===== src/rtl/reg_pkg.sv =====
// rtl/reg_pkg.sv - shared constants and helpers for the reg_pipe pipeline register
//
// Contents:
//   REG_DEPTH_MAX : largest supported stage count
//   cnt_width()   : width of the occupied-stage counter for a given depth

package reg_pkg;

    localparam int REG_DEPTH_MAX = 16;

    // The counter must represent 0..depth inclusive.
    function automatic int cnt_width(input int depth);
        return $clog2(depth + 1);
    endfunction

endpackage


===== src/rtl/reg_pipe_stage.sv =====
// rtl/reg_pipe_stage.sv - one data/valid stage of the reg_pipe pipeline
//
// Parameters:
//   DATA_WIDTH : data width in bits
//   INIT_VAL   : data register value on reset
// Ports:
//   C        : clock, rising edge
//   R        : asynchronous active-low reset
//   din      : upstream data
//   vin      : upstream valid
//   rdy_down : downstream stage (or consumer) ready
//   fl       : synchronous flush, clears valid and leaves data untouched
//   dout     : registered stage data
//   vout     : registered stage valid
//   rdy_up   : this stage can accept a word on the next edge

module reg_pipe_stage #(
    parameter int                    DATA_WIDTH = 4,
    parameter logic [DATA_WIDTH-1:0] INIT_VAL   = '0
) (
    input  logic                  C,
    input  logic                  R,
    input  logic [DATA_WIDTH-1:0] din,
    input  logic                  vin,
    input  logic                  rdy_down,
    input  logic                  fl,
    output logic [DATA_WIDTH-1:0] dout,
    output logic                  vout,
    output logic                  rdy_up
);

    // An empty stage always accepts; a full one accepts only if its word
    // moves on in the same edge.
    assign rdy_up = ~vout | rdy_down;

    always_ff @(posedge C or negedge R) begin
        if (!R) begin
            vout <= 1'b0;
            dout <= INIT_VAL;
        end else begin
            if (fl) begin
                vout <= 1'b0;
            end else if (rdy_up) begin
                vout <= vin;
            end
            // Data only moves with a real word, so bubbles leave the old
            // value in place and save toggles.
            if (rdy_up && vin && !fl) begin
                dout <= din;
            end
        end
    end

endmodule


===== src/rtl/reg_pipe.sv =====
// rtl/reg_pipe.sv - multi-stage valid/ready pipeline register with bubble collapsing and flush
//
// Optional feature macro: REG_PIPE_CNT_EN (adds the CNT occupancy counter port)
//
// Parameters:
//   DATA_WIDTH : width of D and Q
//   DEPTH      : number of register stages, 1..REG_DEPTH_MAX
//   INIT_VAL   : reset value of every data register
// Ports:
//   C   : clock, rising edge
//   R   : asynchronous active-low reset
//   D   : input data
//   DV  : input valid
//   DR  : input ready (combinational from QR, FL and stage valids)
//   FL  : synchronous flush
//   Q   : last-stage data (registered)
//   QV  : last-stage valid (registered)
//   QR  : output ready
//   CNT : number of occupied stages (REG_PIPE_CNT_EN only)

module reg_pipe
    import reg_pkg::*;
#(
    parameter int                    DATA_WIDTH = 4,
    parameter int                    DEPTH      = 3,
    parameter logic [DATA_WIDTH-1:0] INIT_VAL   = '0
) (
    input  logic                        C,
    input  logic                        R,
    input  logic [DATA_WIDTH-1:0]       D,
    input  logic                        DV,
    output logic                        DR,
    input  logic                        FL,
    output logic [DATA_WIDTH-1:0]       Q,
    output logic                        QV,
    input  logic                        QR
`ifdef REG_PIPE_CNT_EN
    ,
    output logic [cnt_width(DEPTH)-1:0] CNT
`endif
);

    if (DEPTH < 1 || DEPTH > REG_DEPTH_MAX) begin : g_bad_depth
        $error("reg_pipe: DEPTH out of range");
    end

    logic [DATA_WIDTH-1:0] d [DEPTH];
    logic [DEPTH-1:0]      v;

    // Each stage keeps its own ready net so the combinational ready chain
    // is a sequence of distinct signals rather than one self-referencing bus.
    for (genvar i = 0; i < DEPTH; i++) begin : g_stage
        logic                  rdy_up;
        logic                  rdy_down;
        logic [DATA_WIDTH-1:0] din;
        logic                  vin;

        if (i == 0) begin : g_head
            assign din = D;
            assign vin = DV;
        end else begin : g_body
            assign din = d[i-1];
            assign vin = v[i-1];
        end

        if (i == DEPTH - 1) begin : g_tail
            assign rdy_down = QR;
        end else begin : g_link
            assign rdy_down = g_stage[i+1].rdy_up;
        end

        reg_pipe_stage #(
            .DATA_WIDTH (DATA_WIDTH),
            .INIT_VAL   (INIT_VAL)
        ) u_stage (
            .C        (C),
            .R        (R),
            .din      (din),
            .vin      (vin),
            .rdy_down (rdy_down),
            .fl       (FL),
            .dout     (d[i]),
            .vout     (v[i]),
            .rdy_up   (rdy_up)
        );
    end

    // Stage 0 also masks its incoming valid with FL internally, so blocking
    // DR during flush keeps the producer from believing a word was taken.
    assign DR = g_stage[0].rdy_up & ~FL;
    assign Q  = d[DEPTH-1];
    assign QV = v[DEPTH-1];

`ifdef REG_PIPE_CNT_EN
    localparam int CW = cnt_width(DEPTH);

    logic in_xfer;
    logic out_xfer;

    assign in_xfer  = DV & DR;
    assign out_xfer = QV & QR;

    always_ff @(posedge C or negedge R) begin
        if (!R) begin
            CNT <= '0;
        end else if (FL) begin
            CNT <= '0;
        end else if (in_xfer && !out_xfer) begin
            CNT <= CNT + CW'(1);
        end else if (out_xfer && !in_xfer) begin
            CNT <= CNT - CW'(1);
        end
    end
`endif

endmodule


===== config.mk =====
export PLATFORM = sky130hd
export DESIGN_NAME = reg_pipe
export DESIGN_NICKNAME = d
export VERILOG_FILES = /design/src/rtl/reg_pkg.sv /design/src/rtl/reg_pipe_stage.sv /design/src/rtl/reg_pipe.sv
export SDC_FILE = /design/constraint.sdc
export NUM_CORES = 1
export LEC_CHECK = 0
export CORE_AREA = 2 2 39 41
export DETAILED_ROUTE_END_ITERATION = 7
export DIE_AREA = 0 0 41 43
export PLACE_DENSITY = 0.78
export SLEW_MARGIN = 20
export SYNTH_ARGS = -nofsm -noshare
export SYNTH_HDL_FRONTEND = slang
export SYNTH_SLANG_ARGS = --single-unit

===== constraint.sdc =====
create_clock -name C -period 2.55 [get_ports C]
set_input_delay 0.51 -clock C [delete_from_list [all_inputs] [get_ports C]]
set_output_delay 0.51 -clock C [all_outputs]
set_load 0.02 [all_outputs]

==> summary.md <==
| Metric | Value |
|---|---|
| NumNets Final | `68` |
| WS Path Type | `input port to primary output` |
| # DRC | `0` |
| Critical path, cell by cell | `clkdlybuf4s50_1 -> and4b_1 -> nor2_1 -> clkdlybuf4s50_1` |
| Die Span Y | `43 um` |
| Min Clock Period, post-route | `2.411 ns` |
| Wirelength per Cell | `11.11 um` |
| Vias in the first global route | `about 340` |
| Placed Cells incl. Taps | `70` |
| Max-Cap Viols | `0` |
| DR vias | `between 300 and 400` |
| Core Region | `1384 sq um` |
| Gr ovfl total | `0` |
| Final wirelength | `slightly above 800 um` |
| CP dominant cell by count | `clkdlybuf4s50_1` |
| Worst Path Required | `2.04 ns` |
| Setup crit start kind | `input port` |
| Critical path's top delay family | `buffers and inverters` |
| Pre-CTS setup slack | `0.1355 ns` |
| Syn Area/Cell | `around 15 sq um` |
| Mapped cell area | `586.8 sq um` |
| Area delta synth->final | `31.98%` |
| Maximum clock insertion buffer count | `2` |
| Peak Freq | `414.8 MHz` |
| Post-route ant nets | `0` |
| WHS | `0.5039 ns` |
| 1st-iter DRT viols | `6` |
| Total negative setup slack | `0 ns` |
| H-Tree Depth | `1` |
| Leakage | `between 0.3 and 0.4 nW` |
| CP max-delay cell | `clkdlybuf4s50_1` |
| Status | `completed` |
| Crit-path max FO | `3` |
| Most common cell after layout, fill and taps aside | `dfrtp_1` |
| Die X | `between 40 and 50 um` |
| Hold-fix buffers at CTS | `0` |
| CP Capture Type | `primary output` |
| Clock skew | `0.008077 ns` |
| WP buf/inv | `2` |
| Hold Path Class | `flop to flop` |
| Design area | `774.5 sq um` |
| Post-CTS Setup Bufs | `0` |
| Pwr dens | `798.1 nW/um^2` |
| Synthesized flop and latch total | `15` |
| CP peak stage delay | `0.60 ns` |
| Clk pin slew, worst setup/hold paths | `0.08 ns` |
| Hold violation count in the final report | `0` |
| Post-CTS sizing | `0` |
| Netlist cell types | `10` |
| HPWL after detailed placement | `631.5 um` |
| Syn Inst Count | `40` |
| Post-route insts no fill | `74` |
| TritonCTS clock tree | `yes` |
| Num CTS Buffers | `3` |
| Initial antenna violation count | `0` |
| PortBufs | `14` |
| Setup repair after global routing missed its margin | `no` |
| Initial core utilization | `a little over two fifths` |
| Clk_lat worst skew | `0.28 ns` |
| Sequential area share after synthesis | `a little under two thirds` |
| Clock Tree Root | `clkbuf_4` |
| Relative slew margins | `57.55%` |
| Ys Warns | `0` |
| Layout Utilization | `55.97%` |
| Sink Count | `15` |
| Global Route Usage Sum | `12.47%` |
| Final Wtd Congestion | `between 0.6 and 0.7` |
| First-pass GRT wire length | `1393 um` |
| Post-route clock period utilization | `about 95%` |
| Final WS setup | `0.1391 ns` |
| Die area | `1763 sq um` |
| Final setup vio count | `0` |
| Most frequent cells in the layout | `dfrtp_1, clkdlybuf4s50_1, mux2_2, nor2_1, clkbuf_4` |
| Largest net degree at the start of global routing | `16` |
| ANT cells | `0` |
| Max rail drop VDD | `332.4 uV` |
| Slew Limit Fails | `0` |
| Dpl cell area | `around 750 sq um` |
| Share of layout cells above drive strength 1 | `29.31%` |
| Mapped Nets | `49` |
| Post-layout total power | `0.6181 mW` |
| Worst-margin pin slew | `0.6348 ns` |
| 1st-pass router iterations | `3` |
| Std cell rows | `14` |
| # IOs | `15` |
| DR vias/cell | `4.905` |
| Worst EP arrival | `1.90 ns` |
[per-layer routing]
layer	global-route usage (%)	up-vias	wire length [um]
met1	16.14	173	366
met5	0	-	0
li1	-	176	-
met2	16.88	12	397
met4	12.00	0	19
met3	1.571	2	39
[registers in the layout, indices dropped and copies added, names as in the netlist]
| register | cells |
|---|---|
| g_stage.u_stage.dout | 12 |
| g_stage.u_stage.vout | 3 |
[kinds of logic (layout without fill, tap and decap cells)]
family	Yosys count	count (layout)	synth area share, %
muxes	12	12	23.03
buffers and inverters	1	19	0.6390
DFF	15	15	63.97
and+or+nand+nor	10	10	10.02
AOI/OAI and AO/OA	2	2	2.345
[worst paths after layout]
kind | start | to | cells past startpoint | slack, ns
setup / recovery | QR | DR | 4 | 0.14
min in group asynchronous | R | g_stage[1].u_stage.dout[1]$_DFFE_PN0P_ | 1 | 0.62
setup reg to reg | g_stage[1].u_stage.vout$_DFFE_PN0P_ | g_stage[0].u_stage.dout[2]$_DFFE_PN0P_ | 3 | 1.08
max in group asynchronous | R | g_stage[0].u_stage.dout[0]$_DFFE_PN0P_ | 1 | 1.52
hold / removal | g_stage[1].u_stage.dout[0]$_DFFE_PN0P_ | g_stage[2].u_stage.dout[0]$_DFFE_PN0P_ | 1 | 0.50
hold reg to reg | g_stage[1].u_stage.dout[0]$_DFFE_PN0P_ | g_stage[2].u_stage.dout[0]$_DFFE_PN0P_ | 1 | 0.50
[area by class of cell]
type                            count  area (sq um)
Fill cell                         123         609.3
Sequential cell                    15         375.4
Multi-Input combinational cell     24         207.7
Timing Repair Buffer               14         140.1
Clock buffer                        3         22.52
Tap cell                           16         20.02
Clock inverter                      1         5.005
Inverter                            1         3.754
[synthesized netlist by cell type]
| master | number | share of area, % |
|---|---|---|
| nor2b_1 | 1 | 1.1 |
| or3b_1 | 1 | 1.5 |
| dfrtp_1 | 15 | 64 |
| a21oi_1 | 1 | 0.85 |
| a211o_1 | 1 | 1.5 |
| or3b_4 | 1 | 1.9 |
| inv_1 | 1 | 0.64 |
| mux2_2 | 12 | 23 |
| and4b_1 | 1 | 1.7 |
| nor2_1 | 6 | 3.8 |
[power breakdown]
group	switching [mW]	total (mW)	leakage (nW)	internal [mW]
clock network	0.0730	0.131	0.0177	0.0582
registers	0.0242	0.318	0.183	0.293
logic	0.0677	0.169	0.137	0.102
Note: power is estimated with default switching activity, not from simulation.
